$ cat src/rtl/pipe_pkg.sv
// Shared pipeline definitions for the decode stage and its neighbours.
// Bus widths, LoongArch branch opcode constants and a small branch decoder.
// Optional feature macro used by id_stage: ID_FORWARD_EN (operand forwarding).
package pipe_pkg;

  localparam int IF_ID_W  = 69;   // {inst, pc, adef, ex_ade, ex_tlbr, ex_pif, ex_ppi}
  localparam int ID_EX_W  = 133;  // {inst, pc, rj_val, rkd_val, ex[4:0]}
  localparam int FWD_W    = 40;   // EX/MEM forward bus
  localparam int WB_FWD_W = 39;   // WB forward bus

  localparam logic [5:0] OP_JIRL = 6'b010011;
  localparam logic [5:0] OP_B    = 6'b010100;
  localparam logic [5:0] OP_BL   = 6'b010101;
  localparam logic [5:0] OP_BEQ  = 6'b010110;
  localparam logic [5:0] OP_BNE  = 6'b010111;
  localparam logic [5:0] OP_BLT  = 6'b011000;
  localparam logic [5:0] OP_BGE  = 6'b011001;
  localparam logic [5:0] OP_BLTU = 6'b011010;
  localparam logic [5:0] OP_BGEU = 6'b011011;
  localparam logic [7:0] OP8_ST  = 8'h29;     // store group, rd is a source

  typedef enum logic [3:0] {
    BR_NONE, BR_JIRL, BR_B, BR_BL, BR_BEQ, BR_BNE,
    BR_BLT, BR_BGE, BR_BLTU, BR_BGEU
  } br_kind_e;

  function automatic br_kind_e decode_br(input logic [5:0] op);
    case (op)
      OP_JIRL: decode_br = BR_JIRL;
      OP_B:    decode_br = BR_B;
      OP_BL:   decode_br = BR_BL;
      OP_BEQ:  decode_br = BR_BEQ;
      OP_BNE:  decode_br = BR_BNE;
      OP_BLT:  decode_br = BR_BLT;
      OP_BGE:  decode_br = BR_BGE;
      OP_BLTU: decode_br = BR_BLTU;
      OP_BGEU: decode_br = BR_BGEU;
      default: decode_br = BR_NONE;
    endcase
  endfunction

  // Conditional branches occupy one contiguous opcode range.
  function automatic logic is_cond_br(input logic [5:0] op);
    return (op >= OP_BEQ) && (op <= OP_BGEU);
  endfunction

endpackage

$ cat src/rtl/id_stage_if.sv
// Bundle of all decode-stage connections except clk/reset.
// Handshake: a word moves IF->ID on a cycle where IF_to_ID_valid && ID_allow,
// and ID->EX on a cycle where ID_to_EX_valid && EX_allow; a producer holds its
// bus stable while valid is high and the consumer is not ready.
// Modports: master = surrounding pipeline, slave = id_stage.
// dbg_id_valid / dbg_br_done expose the stage's internal state bits.
// Optional feature macro affecting id_stage: ID_FORWARD_EN.
interface id_stage_if;
  import pipe_pkg::*;

  logic                IF_to_ID_valid;
  logic [IF_ID_W-1:0]  IF_to_ID_bus;
  logic                ID_allow;
  logic                EX_allow;
  logic                ID_to_EX_valid;
  logic [ID_EX_W-1:0]  ID_to_EX_bus;
  logic [32:0]         branch_bus;
  logic                ID_br_stall;
  logic                flush;
  logic [4:0]          rf_raddr1;
  logic [4:0]          rf_raddr2;
  logic [31:0]         rf_rdata1;
  logic [31:0]         rf_rdata2;
  logic [FWD_W-1:0]    EX_fwd;
  logic [FWD_W-1:0]    MEM_fwd;
  logic [WB_FWD_W-1:0] WB_fwd;
  logic                dbg_id_valid;
  logic                dbg_br_done;

  modport master (
    output IF_to_ID_valid, IF_to_ID_bus, EX_allow, flush,
           rf_rdata1, rf_rdata2, EX_fwd, MEM_fwd, WB_fwd,
    input  ID_allow, ID_to_EX_valid, ID_to_EX_bus, branch_bus, ID_br_stall,
           rf_raddr1, rf_raddr2, dbg_id_valid, dbg_br_done
  );

  modport slave (
    input  IF_to_ID_valid, IF_to_ID_bus, EX_allow, flush,
           rf_rdata1, rf_rdata2, EX_fwd, MEM_fwd, WB_fwd,
    output ID_allow, ID_to_EX_valid, ID_to_EX_bus, branch_bus, ID_br_stall,
           rf_raddr1, rf_raddr2, dbg_id_valid, dbg_br_done
  );

endinterface

$ cat src/rtl/id_branch_unit.sv
// Branch decode, condition evaluation and target calculation for ID.
// Ports: i_inst/i_pc of the instruction in ID, i_rj_val/i_rkd_val resolved
// operands; o_is_branch, o_taken, o_target (32-bit wraparound adds).
// Not affected by ID_FORWARD_EN.
module id_branch_unit
  import pipe_pkg::*;
(
  input  logic [31:0] i_inst,
  input  logic [31:0] i_pc,
  input  logic [31:0] i_rj_val,
  input  logic [31:0] i_rkd_val,
  output logic        o_is_branch,
  output logic        o_taken,
  output logic [31:0] o_target
);

  br_kind_e    w_kind;
  logic [31:0] w_offs16;
  logic [31:0] w_offs26;

  assign w_kind   = decode_br(i_inst[31:26]);
  assign w_offs16 = {{14{i_inst[25]}}, i_inst[25:10], 2'b00};
  // b/bl keep the high offset bits in inst[9:0]
  assign w_offs26 = {{4{i_inst[9]}}, i_inst[9:0], i_inst[25:10], 2'b00};

  always_comb begin
    o_is_branch = (w_kind != BR_NONE);
    o_taken     = 1'b0;
    o_target    = i_pc + w_offs16;
    case (w_kind)
      BR_JIRL: begin o_taken = 1'b1; o_target = i_rj_val + w_offs16; end
      BR_B,
      BR_BL:   begin o_taken = 1'b1; o_target = i_pc + w_offs26; end
      BR_BEQ:  o_taken = (i_rj_val == i_rkd_val);
      BR_BNE:  o_taken = (i_rj_val != i_rkd_val);
      BR_BLT:  o_taken = ($signed(i_rj_val) <  $signed(i_rkd_val));
      BR_BGE:  o_taken = ($signed(i_rj_val) >= $signed(i_rkd_val));
      BR_BLTU: o_taken = (i_rj_val <  i_rkd_val);
      BR_BGEU: o_taken = (i_rj_val >= i_rkd_val);
      default: o_taken = 1'b0;
    endcase
  end

endmodule

$ cat src/rtl/id_stage.sv
// Instruction decode stage: holds one IF word, reads/forwards operands,
// detects hazards, resolves branches and hands the word to EX.
// Ports: clk, reset (synchronous, active-high), bus (id_stage_if.slave).
// Macro ID_FORWARD_EN: defined -> operands forwarded EX > MEM > WB > regfile,
// stall only on EX load/csr or MEM data_pending; undefined -> regfile only,
// stall on any matching producer in EX, MEM or WB.
module id_stage
  import pipe_pkg::*;
(
  input  logic    clk,
  input  logic    reset,
  id_stage_if.slave bus
);

  logic               r_id_valid;
  logic               r_br_done;
  logic [IF_ID_W-1:0] r_id_bus;

  logic [31:0] w_inst, w_pc, w_rj_val, w_rkd_val, w_target;
  logic [4:0]  w_ex, w_src1, w_src2;
  logic        w_has_ex, w_hazard, w_ready_go, w_id_allow;
  logic        w_is_branch, w_taken, w_br_fire;
  logic        w_ex1, w_ex2, w_mem1, w_mem2, w_wb1, w_wb2;

  // r0 never matches a producer
  function automatic logic hit(input logic v, input logic we,
                               input logic [4:0] d, input logic [4:0] s);
    return v & we & (d == s) & (s != 5'd0);
  endfunction

  assign w_inst   = r_id_bus[68:37];
  assign w_pc     = r_id_bus[36:5];
  assign w_ex     = r_id_bus[4:0];
  assign w_has_ex = |w_ex;

  assign w_src1 = w_inst[9:5];
  assign w_src2 = (is_cond_br(w_inst[31:26]) || (w_inst[31:24] == OP8_ST))
                  ? w_inst[4:0] : w_inst[14:10];

  assign w_ex1  = hit(bus.EX_fwd[39],  bus.EX_fwd[38],  bus.EX_fwd[36:32],  w_src1);
  assign w_ex2  = hit(bus.EX_fwd[39],  bus.EX_fwd[38],  bus.EX_fwd[36:32],  w_src2);
  assign w_mem1 = hit(bus.MEM_fwd[39], bus.MEM_fwd[38], bus.MEM_fwd[36:32], w_src1);
  assign w_mem2 = hit(bus.MEM_fwd[39], bus.MEM_fwd[38], bus.MEM_fwd[36:32], w_src2);
  assign w_wb1  = hit(bus.WB_fwd[38],  bus.WB_fwd[37],  bus.WB_fwd[36:32],  w_src1);
  assign w_wb2  = hit(bus.WB_fwd[38],  bus.WB_fwd[37],  bus.WB_fwd[36:32],  w_src2);

`ifdef ID_FORWARD_EN
  always_comb begin
    w_rj_val = bus.rf_rdata1;
    if (w_src1 == 5'd0) w_rj_val = 32'd0;
    else if (w_ex1)     w_rj_val = bus.EX_fwd[31:0];
    else if (w_mem1)    w_rj_val = bus.MEM_fwd[31:0];
    else if (w_wb1)     w_rj_val = bus.WB_fwd[31:0];
    w_rkd_val = bus.rf_rdata2;
    if (w_src2 == 5'd0) w_rkd_val = 32'd0;
    else if (w_ex2)     w_rkd_val = bus.EX_fwd[31:0];
    else if (w_mem2)    w_rkd_val = bus.MEM_fwd[31:0];
    else if (w_wb2)     w_rkd_val = bus.WB_fwd[31:0];
  end
  // Only producers whose data is not yet available force a wait.
  assign w_hazard = ((w_ex1 | w_ex2) & bus.EX_fwd[37]) |
                    ((w_mem1 | w_mem2) & bus.MEM_fwd[37]);
`else
  logic w_unused_fwd;
  assign w_rj_val  = (w_src1 == 5'd0) ? 32'd0 : bus.rf_rdata1;
  assign w_rkd_val = (w_src2 == 5'd0) ? 32'd0 : bus.rf_rdata2;
  assign w_hazard  = w_ex1 | w_ex2 | w_mem1 | w_mem2 | w_wb1 | w_wb2;
  assign w_unused_fwd = ^{bus.EX_fwd[37], bus.EX_fwd[31:0], bus.MEM_fwd[37],
                          bus.MEM_fwd[31:0], bus.WB_fwd[31:0]};
`endif

  // An excepting word carries no real operands: never wait, never redirect.
  assign w_ready_go = ~w_hazard | w_has_ex;
  assign w_id_allow = ~r_id_valid | (w_ready_go & bus.EX_allow);

  id_branch_unit u_branch (
    .i_inst      (w_inst),
    .i_pc        (w_pc),
    .i_rj_val    (w_rj_val),
    .i_rkd_val   (w_rkd_val),
    .o_is_branch (w_is_branch),
    .o_taken     (w_taken),
    .o_target    (w_target)
  );

  // br_done makes the redirect a single pulse while the branch waits on EX.
  assign w_br_fire = r_id_valid & w_is_branch & w_taken & w_ready_go & ~r_br_done
                     & ~bus.flush & ~w_has_ex & ~reset;

  always_ff @(posedge clk) begin
    if (reset) begin
      r_id_valid <= 1'b0;
      r_br_done  <= 1'b0;
      r_id_bus   <= '0;
    end else if (bus.flush) begin
      r_id_valid <= 1'b0;
      r_br_done  <= 1'b0;
    end else begin
      if (w_br_fire) r_br_done <= 1'b1;
      if (w_id_allow) begin
        r_id_valid <= bus.IF_to_ID_valid;
        if (bus.IF_to_ID_valid) begin
          r_id_bus  <= bus.IF_to_ID_bus;
          r_br_done <= 1'b0;
        end
      end
    end
  end

  assign bus.ID_allow       = w_id_allow;
  assign bus.ID_to_EX_valid = r_id_valid & w_ready_go & ~bus.flush;
  assign bus.ID_to_EX_bus   = {w_inst, w_pc, w_rj_val, w_rkd_val, w_ex};
  assign bus.branch_bus     = w_br_fire ? {1'b1, w_target} : 33'd0;
  assign bus.ID_br_stall    = r_id_valid & w_is_branch & ~w_ready_go;
  assign bus.rf_raddr1      = w_src1;
  assign bus.rf_raddr2      = w_src2;
  assign bus.dbg_id_valid   = r_id_valid;
  assign bus.dbg_br_done    = r_br_done;

endmodule

$ cat src/flat_wrapper.sv
// flat-port wrapper written by rule: the top's interface ports become plain ports
module id_stage_flat import pipe_pkg::*;
  (clk, reset, bus_IF_to_ID_valid, bus_IF_to_ID_bus, bus_EX_allow, bus_flush, bus_rf_rdata1, bus_rf_rdata2, bus_EX_fwd, bus_MEM_fwd, bus_WB_fwd, bus_ID_allow, bus_ID_to_EX_valid, bus_ID_to_EX_bus, bus_branch_bus, bus_ID_br_stall, bus_rf_raddr1, bus_rf_raddr2, bus_dbg_id_valid, bus_dbg_br_done);
  id_stage_if bus_i ();
  input  logic clk;
  input  logic reset;
  input wire logic [$bits(bus_i.IF_to_ID_valid)-1:0] bus_IF_to_ID_valid;
  input wire logic [$bits(bus_i.IF_to_ID_bus)-1:0] bus_IF_to_ID_bus;
  input wire logic [$bits(bus_i.EX_allow)-1:0] bus_EX_allow;
  input wire logic [$bits(bus_i.flush)-1:0] bus_flush;
  input wire logic [$bits(bus_i.rf_rdata1)-1:0] bus_rf_rdata1;
  input wire logic [$bits(bus_i.rf_rdata2)-1:0] bus_rf_rdata2;
  input wire logic [$bits(bus_i.EX_fwd)-1:0] bus_EX_fwd;
  input wire logic [$bits(bus_i.MEM_fwd)-1:0] bus_MEM_fwd;
  input wire logic [$bits(bus_i.WB_fwd)-1:0] bus_WB_fwd;
  output wire logic [$bits(bus_i.ID_allow)-1:0] bus_ID_allow;
  output wire logic [$bits(bus_i.ID_to_EX_valid)-1:0] bus_ID_to_EX_valid;
  output wire logic [$bits(bus_i.ID_to_EX_bus)-1:0] bus_ID_to_EX_bus;
  output wire logic [$bits(bus_i.branch_bus)-1:0] bus_branch_bus;
  output wire logic [$bits(bus_i.ID_br_stall)-1:0] bus_ID_br_stall;
  output wire logic [$bits(bus_i.rf_raddr1)-1:0] bus_rf_raddr1;
  output wire logic [$bits(bus_i.rf_raddr2)-1:0] bus_rf_raddr2;
  output wire logic [$bits(bus_i.dbg_id_valid)-1:0] bus_dbg_id_valid;
  output wire logic [$bits(bus_i.dbg_br_done)-1:0] bus_dbg_br_done;
  assign bus_i.IF_to_ID_valid = bus_IF_to_ID_valid;
  assign bus_i.IF_to_ID_bus = bus_IF_to_ID_bus;
  assign bus_i.EX_allow = bus_EX_allow;
  assign bus_i.flush = bus_flush;
  assign bus_i.rf_rdata1 = bus_rf_rdata1;
  assign bus_i.rf_rdata2 = bus_rf_rdata2;
  assign bus_i.EX_fwd = bus_EX_fwd;
  assign bus_i.MEM_fwd = bus_MEM_fwd;
  assign bus_i.WB_fwd = bus_WB_fwd;
  assign bus_ID_allow = bus_i.ID_allow;
  assign bus_ID_to_EX_valid = bus_i.ID_to_EX_valid;
  assign bus_ID_to_EX_bus = bus_i.ID_to_EX_bus;
  assign bus_branch_bus = bus_i.branch_bus;
  assign bus_ID_br_stall = bus_i.ID_br_stall;
  assign bus_rf_raddr1 = bus_i.rf_raddr1;
  assign bus_rf_raddr2 = bus_i.rf_raddr2;
  assign bus_dbg_id_valid = bus_i.dbg_id_valid;
  assign bus_dbg_br_done = bus_i.dbg_br_done;
  id_stage u_core (.clk(clk), .reset(reset), .bus(bus_i));
endmodule
$ cat config.mk
export PLATFORM = sky130hd
export DESIGN_NAME = id_stage_flat
export DESIGN_NICKNAME = d
export VERILOG_FILES = /design/src/rtl/pipe_pkg.sv /design/src/rtl/id_stage_if.sv /design/src/rtl/id_branch_unit.sv /design/src/rtl/id_stage.sv /design/src/flat_wrapper.sv
export SDC_FILE = /design/constraint.sdc
export NUM_CORES = 1
export LEC_CHECK = 0
export ABC_AREA = 0
export BUFFER_PORTS_ARGS = -buffer_cell sky130_fd_sc_hd__buf_4
export CAP_MARGIN = 20
export CORE_AREA = 3 3 167 169
export DETAILED_ROUTE_END_ITERATION = 8
export DIE_AREA = 0 0 170 172
export HOLD_SLACK_MARGIN = 0.03
export PLACE_DENSITY = 0.58
export SYNTH_ARGS = -nofsm -noshare
export SYNTH_HDL_FRONTEND = slang
export SYNTH_SLANG_ARGS = --single-unit
$ cat constraint.sdc
create_clock -name clk -period 15.15 [get_ports clk]
set_clock_uncertainty 0.15 [all_clocks]
set_input_delay 4.545 -clock clk [delete_from_list [all_inputs] [get_ports clk]]
set_output_delay 4.545 -clock clk [all_outputs]
set_load 0.05 [all_outputs]
==> results.sh, run 1 <==
export IMPL_grt_usage=0.213
export IMPL_drtIter0Drc=491
export IMPL_portBuffers=339
export IMPL_layout_drive_gt1_share=0.281
export IMPL_cellLeakagePower_nw=5.68
export IMPL_syn_avg_cell_area_um2=7.60
export IMPL_path_class="input port to output port"
export IMPL_finalMaxSlewViolations=0
export IMPL_crit_slowest_cell="nor3_1"
export IMPL_initial_core_util=0.308
export IMPL_ys_seq_area_frac=0.182
export IMPL_dpl_cell_area_um2=11000
export IMPL_grt_max_degree=75
export IMPL_yosys_warnings=0
export IMPL_cts_buffers=9
export IMPL_worstPathMaxFanout=21
export IMPL_placementRows=60
export IMPL_dominantRegCellSynth="dfxtp_1"
export IMPL_max_stage_delay_ps=620
export IMPL_timing_rr_start="u_core.r_id_bus[61]"
export IMPL_hold_slack_ps=352
export IMPL_cts_setup_buffers=0
export IMPL_setup_viol=0
export IMPL_synth_net_count=1433
export IMPL_wl_per_cell_um=18.7
export IMPL_critPathLaunchType="input port"
export IMPL_die_y_um=172
export IMPL_rsz0062_at_grt="no"
export IMPL_outcome="finished clean"
export IMPL_fin_nets=1734
export IMPL_diodes=0
export IMPL_slew_limit_headroom=0.286
export IMPL_drc=0
export IMPL_clock_sinks=75
export IMPL_path_delay_family="simple AND/OR/NAND/NOR gates"
export IMPL_path_clk_slew_ps=70
export IMPL_powerDensity_nw_per_um2=75.3
export IMPL_hold_viol_final=0
export IMPL_critPathArrivalTime_ps=8610
export IMPL_crit_start="bus_rf_rdata1[29]"
export IMPL_crit_chain="buf_4 > nor2b_1 > ha_1 > nand4_1 > nor3_1 > nand2_1 > a2111oi_0 > a311oi_1 > a31oi_1 > mux2i_1 > o211ai_1 > buf_4 > nor4_1 > buf_4"
export IMPL_ir_worst_vdd_uv=41.9
export IMPL_cts_tree="built"
export IMPL_ys_types=67
export IMPL_fin_crit_ps=13300
export IMPL_syn_inst=1084
export IMPL_worstHoldPathCells=2
export IMPL_cts_hold_buf=0
export IMPL_required_ps=10460
export IMPL_rr_worst_depth=16
export IMPL_drtAntennaViolNets=0
export IMPL_syn_to_final_growth_pct=36.9
export IMPL_synth_seq_cells=75
export IMPL_antenna_found_initial=1
export IMPL_grt_pass1_vias=8700
export IMPL_tns_ps=0
export IMPL_worst_setup_path_end_kind="output port"
export IMPL_die_x_um=170
export IMPL_layout_commonest_cell="buf_4"
export IMPL_maxCapViolCount=0
export IMPL_drtPass1Iterations=6
export IMPL_fp_coreArea_um2=26700
export IMPL_mostFrequentLayoutCells="buf_4, nor2_1, ha_1"
export IMPL_routed_wl_um=32400
export IMPL_grt_ovfl_total=0
export IMPL_vias=8912
export IMPL_design_area_um2=11300
export IMPL_placed_cells=1715
export IMPL_fin_crit_sh=0.878
export IMPL_synthArstFlopShare=0
export IMPL_place_congestion=0.907
export IMPL_final_util=0.422
export IMPL_n_fill_cell=2789
export IMPL_boundaryPins=438
export IMPL_timing_fmax_mhz=75.2
export IMPL_post_cts_resized=0
export IMPL_root_buffer="clkbuf_16"
export IMPL_r2r_slack_ps=8660
export IMPL_dp_hpwl_um=25800
export IMPL_synth_edf_count=0
export IMPL_path_buf_inv=3
export IMPL_h_tree_depth=3
export IMPL_synth_area_um2=8230
export IMPL_cp_common_cell="buf_4"
export IMPL_clock_path_buffers=2
export IMPL_viasPerCell=5.15
export IMPL_tightest_slew_ps=1070
export IMPL_fin_cells=1731
export IMPL_holdPathEnd="u_core.bus.dbg_br_done"
export IMPL_grt_pass1_wl_um=48700
export IMPL_min_path_type="flip-flop to flip-flop"
export IMPL_insertion_delay_ps=360
export IMPL_r2r_end="u_core.bus.dbg_br_done"
export IMPL_worstHoldStart="u_core.bus.dbg_br_done"
export IMPL_die_area_um2=29200
-- cells by family (layout without fill, tap and decap cells) --
group                      count (synthesis)  count (layout)  synth area share
AOI/OAI and AO/OA                        263             263             0.211
xor gates and xnor gates                  66              66            0.0702
adders and majority gates                 92              92             0.142
buffers and inverters                    109             415            0.0615
DFF                                       75              75             0.182
muxes                                     78              78            0.0953
and+or+nand+nor                          401             401             0.238
-- tightest hold or removal path, delay by kind of cell (launching register included) --
family	cells	cell delay, ps
DFF	1	330
buffers and inverters	1	60
AOI/OAI and AO/OA	1	60
-- cell usage after synthesis (all sizes together) (11+ instances only) --
master / n / area, um^2
nand2: 81 / 304
xnor2: 35 / 307
and3: 12 / 75.1
nor3: 21 / 105
a21o: 40 / 300
a211oi: 16 / 120
mux2i: 78 / 785
o21ai: 44 / 220
a31oi: 11 / 68.8
nand3: 21 / 105
dfxtp: 75 / 1500
nand4: 22 / 138
nor2: 140 / 528
ha: 90 / 1130
a31o: 12 / 105
clkbuf: 39 / 146
buf: 17 / 161
nor2b: 46 / 288
a21oi: 85 / 425
inv: 52 / 195
xor2: 31 / 272
-- final cells by class --
cell class,instances,area [um^2],share of cell area
inverters,53,199,0.0177
multi-input cells,900,6240,0.554
clock inverters,7,80.1,0.00711
well taps,341,427,0.0379
repair buffers,346,2600,0.230
flip-flops and latches,75,1500,0.133
clock buffers,9,225,0.0200
-- routing by layer --
| metal | share of wire | global-route usage | wire (um) | vias to the layer above |
|---|---|---|---|---|
| li1 | - | - | - | 4488 |
| met1 | 0.44 | 0.273 | 14400 | 4080 |
| met2 | 0.47 | 0.363 | 15100 | 302 |
| met3 | 0.066 | 0.0444 | 2150 | 40 |
| met4 | 0.025 | 0.0617 | 794 | 2 |
| met5 | 0.00040 | 0 | 13 | - |
-- stage by stage --
stage          power [mW]  setup slack [ps]
6_report            0.849              1850
5_1_grt             0.898              1500
4_1_cts             0.859              1850
3_5_place_dp        0.621              1870
3_3_place_gp        0.619              1920
2_1_floorplan       0.489              1340
-- power breakdown --
group          switching [mW]  leakage, nW  total (mW)  internal [mW]
combinational           0.251         4.92       0.394          0.143
sequential             0.0163        0.613       0.223          0.207
clock                   0.102        0.149       0.232          0.130
total                   0.369         5.68       0.849          0.480
-- worst max-delay path by stage --
stage                               endpoint  slack [ps]  cells after the start
after detailed placement  bus_branch_bus[20]        1870                     13
after global routing      bus_branch_bus[20]        1500                     14
final                     bus_branch_bus[20]        1850                     14
after floorplan           bus_branch_bus[20]        1340                     12
after global placement    bus_branch_bus[20]        1920                     13
after CTS                 bus_branch_bus[20]        1850                     13
-- registers in the layout, summed over array words and instances (netlist names), named ones only --
name                     flops
u_core.bus.dbg_br_done       1
u_core.bus.dbg_id_valid      1
u_core.r_id_bus             69
Note: power is estimated with default switching activity, not from simulation.
==> inputs of run 2 (changes only) <==
--- a/config.mk
+++ b/config.mk
@@ -9,8 +9,8 @@
 export BUFFER_PORTS_ARGS = -buffer_cell sky130_fd_sc_hd__buf_4
-export CAP_MARGIN = 20
-export CORE_AREA = 3 3 167 169
+export CAP_MARGIN = 30
+export CORE_AREA = 2 2 171 173
 export DETAILED_ROUTE_END_ITERATION = 8
-export DIE_AREA = 0 0 170 172
+export DIE_AREA = 0 0 173 175
 export HOLD_SLACK_MARGIN = 0.03
-export PLACE_DENSITY = 0.58
+export PLACE_DENSITY = 0.56
 export SYNTH_ARGS = -nofsm -noshare
==> constraint.sdc (replaced) <==
create_clock -name clk -period 15.15 [get_ports clk]
set_clock_uncertainty 0.15 [all_clocks]
set_input_delay 0 -clock clk [delete_from_list [all_inputs] [get_ports clk]]
set_output_delay 0 -clock clk [all_outputs]
set_load 0.05 [all_outputs]
==> results.sh, run 2 (same netlist as run 1, synthesis figures left out) <==
export IMPL_wl_per_cell_um=18.0
export IMPL_root_buffer="clkbuf_16"
export IMPL_cts_tree="built"
export IMPL_grt_ovfl_total=0
export IMPL_fin_nets=1810
export IMPL_finalMaxSlewViolations=0
export IMPL_drc=0
export IMPL_powerDensity_nw_per_um2=72.0
export IMPL_fin_crit_ps=6790
export IMPL_clock_sinks=75
export IMPL_worstHoldPathCells=2
export IMPL_clock_path_buffers=2
export IMPL_antenna_found_initial=1
export IMPL_grt_pass1_vias=9146
export IMPL_grt_max_degree=75
export IMPL_tightest_slew_ps=921
export IMPL_vias=9264
export IMPL_p_total_uw=871
export IMPL_drt_met1_wl_um=15000
export IMPL_required_ps=15000
export IMPL_hold_slack_ps=74.4
export IMPL_crit_start="u_core.r_id_bus[61]"
export IMPL_dp_worst_setup_slack_ps=8700
export IMPL_routed_wl_um=33400
export IMPL_hold_viol_final=0
export IMPL_setup_viol=0
export IMPL_setup_ws_ps=8360
export IMPL_drtIter0Drc=412
export IMPL_route_met3_wl_um=1650
export IMPL_die_y_um=175
export IMPL_r2r_slack_ps=8470
export IMPL_placed_cells=1760
export IMPL_insertion_delay_ps=350
export IMPL_placementRows=62
export IMPL_portBuffers=339
export IMPL_fin_cells=1852
export IMPL_critPathLaunchType="flip-flop"
export IMPL_cts_setup_buffers=0
export IMPL_largest_register_ffs=69
export IMPL_seqCellArea_um2=1500
export IMPL_die_area_um2=30300
export IMPL_die_x_um=173
export IMPL_ir_worst_vdd_uv=58.9
export IMPL_fp_coreArea_um2=28400
export IMPL_timing_fmax_mhz=147
export IMPL_r2r_end="u_core.bus.dbg_br_done"
export IMPL_drtPass1Iterations=4
export IMPL_layout_commonest_cell="buf_4"
export IMPL_maxCapViolCount=0
export IMPL_grt_usage=0.213
export IMPL_initial_core_util=0.290
export IMPL_regMostFlops="u_core.r_id_bus"
export IMPL_n_fill_cell=2963
export IMPL_rr_worst_depth=17
export IMPL_tns_ps=0
export IMPL_path_class="flip-flop to output port"
export IMPL_drtAntennaViolNets=0
export IMPL_outcome="finished clean"
export IMPL_top_layer="met4"
export IMPL_post_cts_resized=0
export IMPL_worstHoldStart="reset"
export IMPL_boundaryPins=438
export IMPL_critPathArrivalTime_ps=6640
export IMPL_design_area_um2=12100
export IMPL_path_clk_slew_ps=80
export IMPL_viasPerCell=5.00
export IMPL_final_util=0.426
export IMPL_place_congestion=0.882
export IMPL_cellLeakagePower_nw=6.02
export IMPL_multi_input_area_um2=6240
export IMPL_slew_limit_headroom=0.378
export IMPL_rsz0062_at_grt="no"
export IMPL_min_path_type="input port to flip-flop"
export IMPL_syn_to_final_growth_pct=46.9
export IMPL_wl_met2_um=16100
export IMPL_mostFrequentLayoutCells="buf_4, nor2_1, ha_1"
export IMPL_dpl_cell_area_um2=11000
export IMPL_timing_rr_start="u_core.r_id_bus[61]"
export IMPL_cts_buffers=9
export IMPL_worst_setup_path_end_kind="output port"
export IMPL_dp_hpwl_um=26200
export IMPL_h_tree_depth=3
export IMPL_worstSetupEndpoint="bus_branch_bus[20]"
export IMPL_fin_crit_sh=0.448
export IMPL_worstPathMaxFanout=34
export IMPL_grt_pass1_wl_um=51000
export IMPL_layout_drive_gt1_share=0.268
[run 2: repair_timing]
action / CTS / global route
hold endpoints to repair: 75 / 0
hold buffers: 73 / 0
setup endpoints to repair: 0 / 0
[run 2: where the power goes]
group,internal [mW],switching (mW),total [mW]
clock,0.131,0.103,0.234
combinational,0.157,0.256,0.413
sequential,0.207,0.0164,0.223
[run 2: worst min-delay path by stage]
stage / end / slack [ps]
floorplan: u_core.bus.dbg_br_done / -50
global placement: u_core.bus.dbg_br_done / 50
detailed placement: u_core.bus.dbg_br_done / 60
CTS: u_core.r_id_bus[66] / 80
global route: u_core.r_id_bus[66] / 120
finish: u_core.r_id_bus[4] / 70
[run 2: metal layers]
metal / vias to the layer above / track usage
met5: - / 0
met1: 4314 / 0.269
met2: 269 / 0.372
met4: 0 / 0.0526
met3: 34 / 0.0398
li1: 4647 / -
[run 2: worst max-delay path: stages (launching register included)]
cell,delay (ps)
dfxtp_1,650
or4b_4,550
o221ai_1,580
nand2_1,140
or4_1,510
buf_4,300
nand2_1,160
ha_1,180
nand4_1,130
nor3_1,630
nor4b_1,580
o211ai_1,290
a31oi_1,300
mux2i_1,220
o211ai_1,140
buf_4,250
nor4_1,360
buf_4,280
[run 2: layout make-up]
class,instances,share of cell area
multi-input cells,900,0.516
well taps,384,0.0397
inverters,53,0.0164
flip-flops and latches,75,0.124
repair buffers,422,0.278
clock buffers,9,0.0186
clock inverters,7,0.00672
diodes,2,0.000414
==> inputs of run 3 (changes only) <==
Settings changed: PLACE_DENSITY 0.56 to 0.58.
Clock period 15.15 ns to 6.2 ns, I/O delays scaled along.
==> results.sh, run 3 (same netlist as run 1, synthesis figures left out) <==
export IMPL_comb_power_share=0.492
export IMPL_mostFrequentLayoutCells="buf_4, nor2_1, ha_1"
export IMPL_critPathLaunchType="flip-flop"
export IMPL_vias=9333
export IMPL_die_x_um=173
export IMPL_tightest_slew_ps=865
export IMPL_clock_sinks=75
export IMPL_critPathArrivalTime_ps=6080
export IMPL_p_sw_uw=926
export IMPL_cellLeakagePower_nw=6.12
export IMPL_place_congestion=0.900
export IMPL_grt_ovfl_total=0
export IMPL_insertion_delay_ps=350
export IMPL_clock_path_buffers=2
export IMPL_final_util=0.441
export IMPL_min_path_type="input port to flip-flop"
export IMPL_path_class="flip-flop to flip-flop"
export IMPL_hold_viol_final=0
export IMPL_worst_setup_path_end_kind="flip-flop"
export IMPL_ir_worst_vdd_uv=124
export IMPL_drtIter0Drc=404
export IMPL_fin_crit_ps=5940
export IMPL_die_area_um2=30300
export IMPL_pwr_share_clk=0.250
export IMPL_worstPathMaxFanout=34
export IMPL_portBuffers=339
export IMPL_required_ps=6340
export IMPL_fin_nets=1828
export IMPL_diodes=0
export IMPL_layout_drive_gt1_share=0.307
export IMPL_fp_coreArea_um2=28400
export IMPL_grt_pass1_vias=9116
export IMPL_drc=0
export IMPL_syn_to_final_growth_pct=52.0
export IMPL_grt_pass1_wl_um=50300
export IMPL_largest_register_ffs=69
export IMPL_regMostFlops="u_core.r_id_bus"
export IMPL_timing_fmax_mhz=168
export IMPL_setup_viol=0
export IMPL_root_buffer="clkbuf_16"
export IMPL_grt_usage=0.211
export IMPL_boundaryPins=438
export IMPL_wl_per_cell_um=17.9
export IMPL_drtPass1Iterations=4
export IMPL_grt_max_degree=78
export IMPL_rr_worst_depth=22
export IMPL_rsz0062_at_grt="yes"
export IMPL_antenna_found_initial=0
export IMPL_powerDensity_nw_per_um2=168
export IMPL_dpl_cell_area_um2=11300
export IMPL_slew_limit_headroom=0.423
export IMPL_power_internal_mw=1.18
export IMPL_viasPerCell=5.00
export IMPL_maxCapViolCount=0
export IMPL_h_tree_depth=3
export IMPL_swShare=0.440
export IMPL_path_clk_slew_ps=70
export IMPL_layout_commonest_cell="buf_4"
export IMPL_fin_crit_sh=0.959
export IMPL_initial_core_util=0.290
export IMPL_outcome="finished clean"
export IMPL_cts_buffers=9
export IMPL_routed_wl_um=33400
export IMPL_finalMaxSlewViolations=0
export IMPL_placementRows=62
export IMPL_design_area_um2=12500
export IMPL_dp_hpwl_um=26000
export IMPL_cts_tree="built"
export IMPL_worstHoldPathCells=2
export IMPL_pwr_share_seq=0.258
export IMPL_drtAntennaViolNets=0
export IMPL_tns_ps=0
export IMPL_die_y_um=175
run 3: power by group through the flow:
stage	logic, mW	clock network (mW)	registers, mW
floorplan	0.589	0	0.615
global placement	0.978	0	0.552
detailed placement	0.985	0	0.553
CTS	1.03	0.536	0.542
global route	1.11	0.554	0.545
finish	1.04	0.526	0.542
run 3: layer usage:
layer  vias up  track usage  part of all wire
met5         -            0                 0
met4         0       0.0614             0.019
met3        36       0.0326             0.053
met2       296        0.375              0.49
met1      4329        0.262              0.44
li1       4672            -                 -
run 3: critical path, stage by stage, from the launching register on:
cell           delay, ps
dfxtp_1              380
or4b_4               560
o221ai_4             200
and2_4               210
nand3_1               70
or4_1                560
buf_12               210
nand2_1              110
ha_1                 250
a21o_1               190
a21o_1               190
a2111oi_2            340
nor4b_1              120
o211ai_1             200
buf_4                160
nand2_1               60
or3_1                360
a31oi_1              170
o211ai_1             170
buf_4                190
clkbuf_16            150
a221oi_1             280
dlygate4sd3_1        580
run 3: layout make-up:
| cell class | instances | area, um^2 |
|---|---|---|
| Clock buffer | 9 | 225 |
| Clock inverter | 7 | 58.8 |
| Fill cell | 2883 | 15900 |
| Inverter | 53 | 200 |
| Multi-Input combinational cell | 900 | 6480 |
| Sequential cell | 75 | 1510 |
| Tap cell | 384 | 480 |
| Timing Repair Buffer | 440 | 3570 |
run 3: per-stage QoR:
stage          total power, mW  instances  worst slack [ps]  hold WS [ps]
5_1_grt                   2.21       1868             -31.9           108
2_1_floorplan             1.20       1084              40.4         -45.1
3_5_place_dp              1.54       1769               300          62.7
4_1_cts                   2.11       1861              24.1          94.1
3_3_place_gp              1.53       1769               376          52.6
6_report                  2.10       1868               257          77.3
run 3: timing repair:
action                                 CTS  global route
setup buffers                            3             6
pin swaps                                1             4
gates cloned                             0             1
gates resized for setup                  3            18
setup endpoints to repair                3            34
endpoints found under the hold margin   74             0
hold buffers                            73             0
run 3: worst paths after layout:
| check | from | to | slack, ps |
|---|---|---|---|
| worst max-delay path | u_core.r_id_bus[63] | u_core.bus.dbg_br_done | 260 |
| worst min-delay path | reset | u_core.r_id_bus[46] | 80 |
| worst max register to register | u_core.r_id_bus[63] | u_core.bus.dbg_br_done | 260 |
| worst min register to register | u_core.r_id_bus[28] | u_core.r_id_bus[28] | 400 |
